--- src/rtl/seven_seg_scan_ctrl.sv ---
`default_nettype none
// ============================================================================
// Module   : seven_seg_scan_ctrl
// Purpose  : Multiplexed common-anode 7-seg scanner, one shared hex decoder.
//            Optional macro LEADING_ZERO_BLANK_EN suppresses leading zeros.
// Revision : 1.0  initial release
// ============================================================================
module seven_seg_scan_ctrl #(
  parameter int NUM_DIGITS   = 4,
  parameter int SHOW_CYCLES  = 50000,
  parameter int BLANK_CYCLES = 500
) (
  input  logic                    clk,
  input  logic                    reset,
  input  logic [4*NUM_DIGITS-1:0] value_in,
  input  logic [NUM_DIGITS-1:0]   dp_in,
  input  logic [NUM_DIGITS-1:0]   digit_en,
  input  logic                    load,
  output logic                    load_ack,
  output logic [3:0]              hex_out,
  output logic [NUM_DIGITS-1:0]   anode_n,
  output logic                    dp_n,
  output logic                    frame_done
);

  localparam int MAX_CYCLES = (SHOW_CYCLES > BLANK_CYCLES) ? SHOW_CYCLES : BLANK_CYCLES;
  localparam int CNT_W      = (MAX_CYCLES > 1) ? $clog2(MAX_CYCLES) : 1;
  localparam int IDX_W      = $clog2(NUM_DIGITS);

  localparam logic [CNT_W-1:0] SHOW_LAST  = CNT_W'(SHOW_CYCLES - 1);
  localparam logic [CNT_W-1:0] BLANK_LAST = CNT_W'(BLANK_CYCLES - 1);
  localparam logic [IDX_W-1:0] IDX_LAST   = IDX_W'(NUM_DIGITS - 1);

  localparam logic [0:0] ST_BLANK = 1'b0;
  localparam logic [0:0] ST_SHOW  = 1'b1;

  logic [0:0]              state;
  logic [CNT_W-1:0]        cnt;
  logic [IDX_W-1:0]        idx;
  logic [4*NUM_DIGITS-1:0] staging_val;
  logic [NUM_DIGITS-1:0]   staging_dp;
  logic [4*NUM_DIGITS-1:0] shadow_val;
  logic [NUM_DIGITS-1:0]   shadow_dp;
  logic                    pending;
  logic [NUM_DIGITS-1:0]   suppress;
  logic                    frame_end;
  logic                    lit;

  assign frame_end = (state == ST_SHOW) && (cnt == SHOW_LAST) && (idx == IDX_LAST);
  assign lit       = (state == ST_SHOW) && digit_en[idx] && !suppress[idx];

`ifdef LEADING_ZERO_BLANK_EN
  logic zero_run;

  // Walk down from the most significant digit; a lit decimal point keeps a zero digit visible.
  always_comb begin
    zero_run = 1'b1;
    suppress = '0;
    for (int i = NUM_DIGITS - 1; i > 0; i--) begin
      zero_run    = zero_run && (shadow_val[4*i +: 4] == 4'h0);
      suppress[i] = zero_run && !shadow_dp[i];
    end
  end
`else
  assign suppress = '0;
`endif

  always_ff @(posedge clk) begin
    if (reset) begin
      state <= ST_BLANK;
      cnt   <= '0;
      idx   <= '0;
    end else if (state == ST_BLANK) begin
      if (cnt == BLANK_LAST) begin
        state <= ST_SHOW;
        cnt   <= '0;
      end else begin
        cnt <= cnt + 1'b1;
      end
    end else begin
      if (cnt == SHOW_LAST) begin
        state <= ST_BLANK;
        cnt   <= '0;
        idx   <= (idx == IDX_LAST) ? '0 : idx + 1'b1;
      end else begin
        cnt <= cnt + 1'b1;
      end
    end
  end

  // A load landing on the frame-end edge bypasses staging so it is not lost for a frame.
  always_ff @(posedge clk) begin
    if (reset) begin
      staging_val <= '0;
      staging_dp  <= '0;
      shadow_val  <= '0;
      shadow_dp   <= '0;
      pending     <= 1'b0;
      load_ack    <= 1'b0;
      frame_done  <= 1'b0;
    end else begin
      frame_done <= frame_end;
      if (load) begin
        staging_val <= value_in;
        staging_dp  <= dp_in;
      end
      if (frame_end) begin
        pending <= 1'b0;
        if (load) begin
          shadow_val <= value_in;
          shadow_dp  <= dp_in;
          load_ack   <= 1'b1;
        end else if (pending) begin
          shadow_val <= staging_val;
          shadow_dp  <= staging_dp;
          load_ack   <= 1'b1;
        end else begin
          load_ack <= 1'b0;
        end
      end else begin
        load_ack <= 1'b0;
        if (load) begin
          pending <= 1'b1;
        end
      end
    end
  end

  // hex_out is refreshed one cycle into BLANK so a frame-boundary commit is already visible.
  always_ff @(posedge clk) begin
    if (reset) begin
      anode_n <= '1;
      dp_n    <= 1'b1;
      hex_out <= 4'h0;
    end else begin
      anode_n <= lit ? ~(NUM_DIGITS'(1) << idx) : '1;
      dp_n    <= lit ? ~shadow_dp[idx] : 1'b1;
      if ((state == ST_BLANK) && (cnt == '0)) begin
        hex_out <= shadow_val[{idx, 2'b00} +: 4];
      end
    end
  end

endmodule
`default_nettype wire

--- config.mk ---
export PLATFORM = sky130hd
export DESIGN_NAME = seven_seg_scan_ctrl
export DESIGN_NICKNAME = d
export VERILOG_FILES = /design/src/rtl/seven_seg_scan_ctrl.sv
export SDC_FILE = /design/constraint.sdc
export NUM_CORES = 1
export LEC_CHECK = 0
export BUFFER_PORTS_ARGS = -buffer_cell sky130_fd_sc_hd__buf_2
export CAP_MARGIN = 30
export CORE_UTILIZATION = 25
export CTS_BUF_LIST = sky130_fd_sc_hd__clkbuf_4
export CTS_CLUSTER_SIZE = 8
export DETAILED_ROUTE_END_ITERATION = 16
export GPL_TIMING_DRIVEN = 0
export PLACE_DENSITY = 0.49
export SLEW_MARGIN = 20
export SYNTH_ARGS = -nofsm -noshare
export SYNTH_HDL_FRONTEND = slang
export SYNTH_SLANG_ARGS = --single-unit
--- constraint.sdc ---
create_clock -name clk -period 3.97 [get_ports clk]
set_input_delay 0.5955 -clock clk [delete_from_list [all_inputs] [get_ports clk]]
set_output_delay 0.5955 -clock clk [all_outputs]
set_load 0.02 [all_outputs]
==> impl_metrics.tcl <==
set metrics [dict create \
    status "complete, but fails checks" \
    violations "design-rule violations" \
    cts_sinks 71 \
    setup_viol 0 \
    crit_arrival_ns 2.71 \
    path_clk_slew_ns 0.13 \
    synth_cells 292 \
    layout.nets 373 \
    synth_cell_types 35 \
    start_util 0.259 \
    gp_congestion 0.734 \
    setup_ws_ns 1.55 \
    diodes 0 \
    die_y_um 111 \
    slew_headroom 0.403 \
    hold_path.class "input port to flop" \
    cts_made_buffers 9 \
    synth_area_per_cell_um2 10.2 \
    yosysTopAreaCell "dfxtp_1" \
    met1_length_um 3070 \
    rsz0062_at_grt "false" \
    core_um2 11500 \
    grt_pass1_wl_um 11000 \
    synthTopCellsByArea "dfxtp_1, mux2_2, mux2i_1" \
    synth-seq-cells 71 \
    worstMarginPinSlew_ns 0.893 \
    drc 4 \
    htreeDepth 3 \
    wirelength_um 6520 \
    period_needed_ns 2.42 \
    cap_violations 0 \
    ys_warn_count 0 \
    hold_buffers 0 \
    grt_max_degree 14 \
    clk_latency_ns 0.42 \
    path_class "flop to flop" \
    power.density_nw_per_um2 394 \
    fin_area_um2 3530 \
    critPathRequiredTime_ns 4.27 \
    path_max_fanout 10 \
    grt_pass1_vias 2148 \
    synth_area_um2 2980 \
    r2r_slack_ns 1.55 \
    period_share 0.608 \
    first_pass_iters 10 \
    vias 2210 \
    drt_iter0_drc 87 \
    synth-edff-count 0 \
    clockRootBuffer "clkbuf_4" \
    synth_common_cells "dfxtp_1, nor2_1, mux2i_1, nor2b_1, mux2_2" \
    dp_hpwl_um 4900 \
    met3WireLength_um 225 \
    setup_tns_ns 0 \
    floorplan.rows 39 \
    cp-end-kind "flop" \
    peakVddDrop_uv 123 \
    hold_viol_final 0 \
    dpl_cell_area_um2 3350 \
    layout-drive-gt1-share 0.243 \
    synth_fp_nets 325 \
    dp_slack_ns 1.56 \
    yosys.area.top_type_share 0.477 \
    min_from "dp_in[2]" \
    die_x_um 111 \
    post_drt_wl_per_cell_um 13.4 \
    drtAntennaViolNets 0 \
    cts.repair.resized 0 \
    startpoint "cnt[0]" \
    grtUsageTotal 0.116 \
    regToRegStartpoint "cnt[0]" \
    cts_setup_buffers 0 \
    area_delta_synth_final_pct 18.5 \
    die_area_um2 12400 \
    ys.flop_type "dfxtp_1" \
    p_leak_nw 1.38 \
    fin_skew_ns 0.0172 \
    cts_tree "done" \
    drv_slew 0 \
    io_buffer_count 37 \
    clockBufferDepth 2 \
    wl_met2_um 3150 \
    top_layer "met4" \
    worstSetupStartpointType "flop" \
    antenna_found_initial 0 \
    ys_seq_area_frac 0.477 \
    grt_overflow 0 \
    viasPerCell 4.53 \
    max_freq_mhz 414 \
    synth.most_common_cell "dfxtp_1" \
    synthArstFlopShare 0 \
    io_pins 38 \
]
[cell type report]
type	instances	area, um2
clock inverters	7	119
inverters	6	22.5
plain buffers	16	67.6
clock buffers	9	67.6
well taps	143	179
flip-flops and latches	71	1420
fillers	1219	7980
repair buffers	37	185
multi-input cells	199	1470
[state kept, by name, summed over array words and instances (netlist names), 2 cells and up]
register / count
shadow_val: 16
staging_dp: 4
hex_out: 4
staging_val: 16
anode_n: 4
shadow_dp: 4
idx: 2
cnt: 16
[worst paths after layout]
check	end	cells after the start
setup / recovery	cnt[5]	6
hold / removal	staging_dp[2]	3
setup reg to reg	cnt[5]	6
hold reg to reg	hex_out[3]	2
[stage by stage]
step / util / std cells / total power [mW] / hold WS, ns
floorplan: - / 292 / 0.792 / 0.466
global placement: 0.290 / 472 / 0.820 / 0.464
detailed placement: 0.291 / 472 / 0.822 / 0.469
CTS: 0.307 / 488 / 1.42 / 0.406
global route: 0.307 / 488 / 1.45 / 0.433
finish: 0.307 / 488 / 1.39 / 0.437
[per-layer routing]
layer | vias to the layer above | GRT usage
met1 | 1039 | 0.142
met4 | 0 | 0.0459
met5 | - | 0
li1 | 1133 | -
met2 | 34 | 0.187
met3 | 4 | 0.0383
[placed cells by master (no fill, tap or decap), types with 6 or more instances in the layout]
cell type / n
nor2b_1: 21
o21ai_0: 7
xor2_1: 6
inv_1: 6
dfxtp_1: 71
nand2_1: 12
buf_2: 40
nand4_1: 7
nor3_1: 16
mux2i_1: 21
ha_1: 6
mux2_2: 20
clkbuf_1: 7
nand3_1: 11
nor2_1: 29
a21oi_1: 6
clkbuf_4: 9
xnor2_1: 6
[power breakdown]
part,switching [mW],total (mW),internal [mW]
sequential,0.00581,0.733,0.727
clock,0.267,0.588,0.321
combinational,0.0405,0.0703,0.0298
total,0.313,1.39,1.08
[cells by family (layout without fill, tap and decap cells)]
family | after synthesis | after routing | synth area share
AO/OA/AOI/OAI | 20 | 20 | 0.0437
XOR/XNOR | 12 | 12 | 0.0353
adder cells (fa/ha/maj) | 6 | 6 | 0.0252
buffers and inverters | 22 | 75 | 0.0302
flip-flops | 71 | 71 | 0.477
multiplexers | 46 | 46 | 0.184
AND/OR/NAND/NOR | 115 | 115 | 0.205
[worst max-delay path: stages (launching register included)]
cell     delay [ns]
dfxtp_1        0.40
ha_1           0.26
nand4_1        0.27
or4_4          0.63
o32ai_2        0.36
buf_4          0.29
nor3_1         0.07
Power figures use the tool's default switching activity.
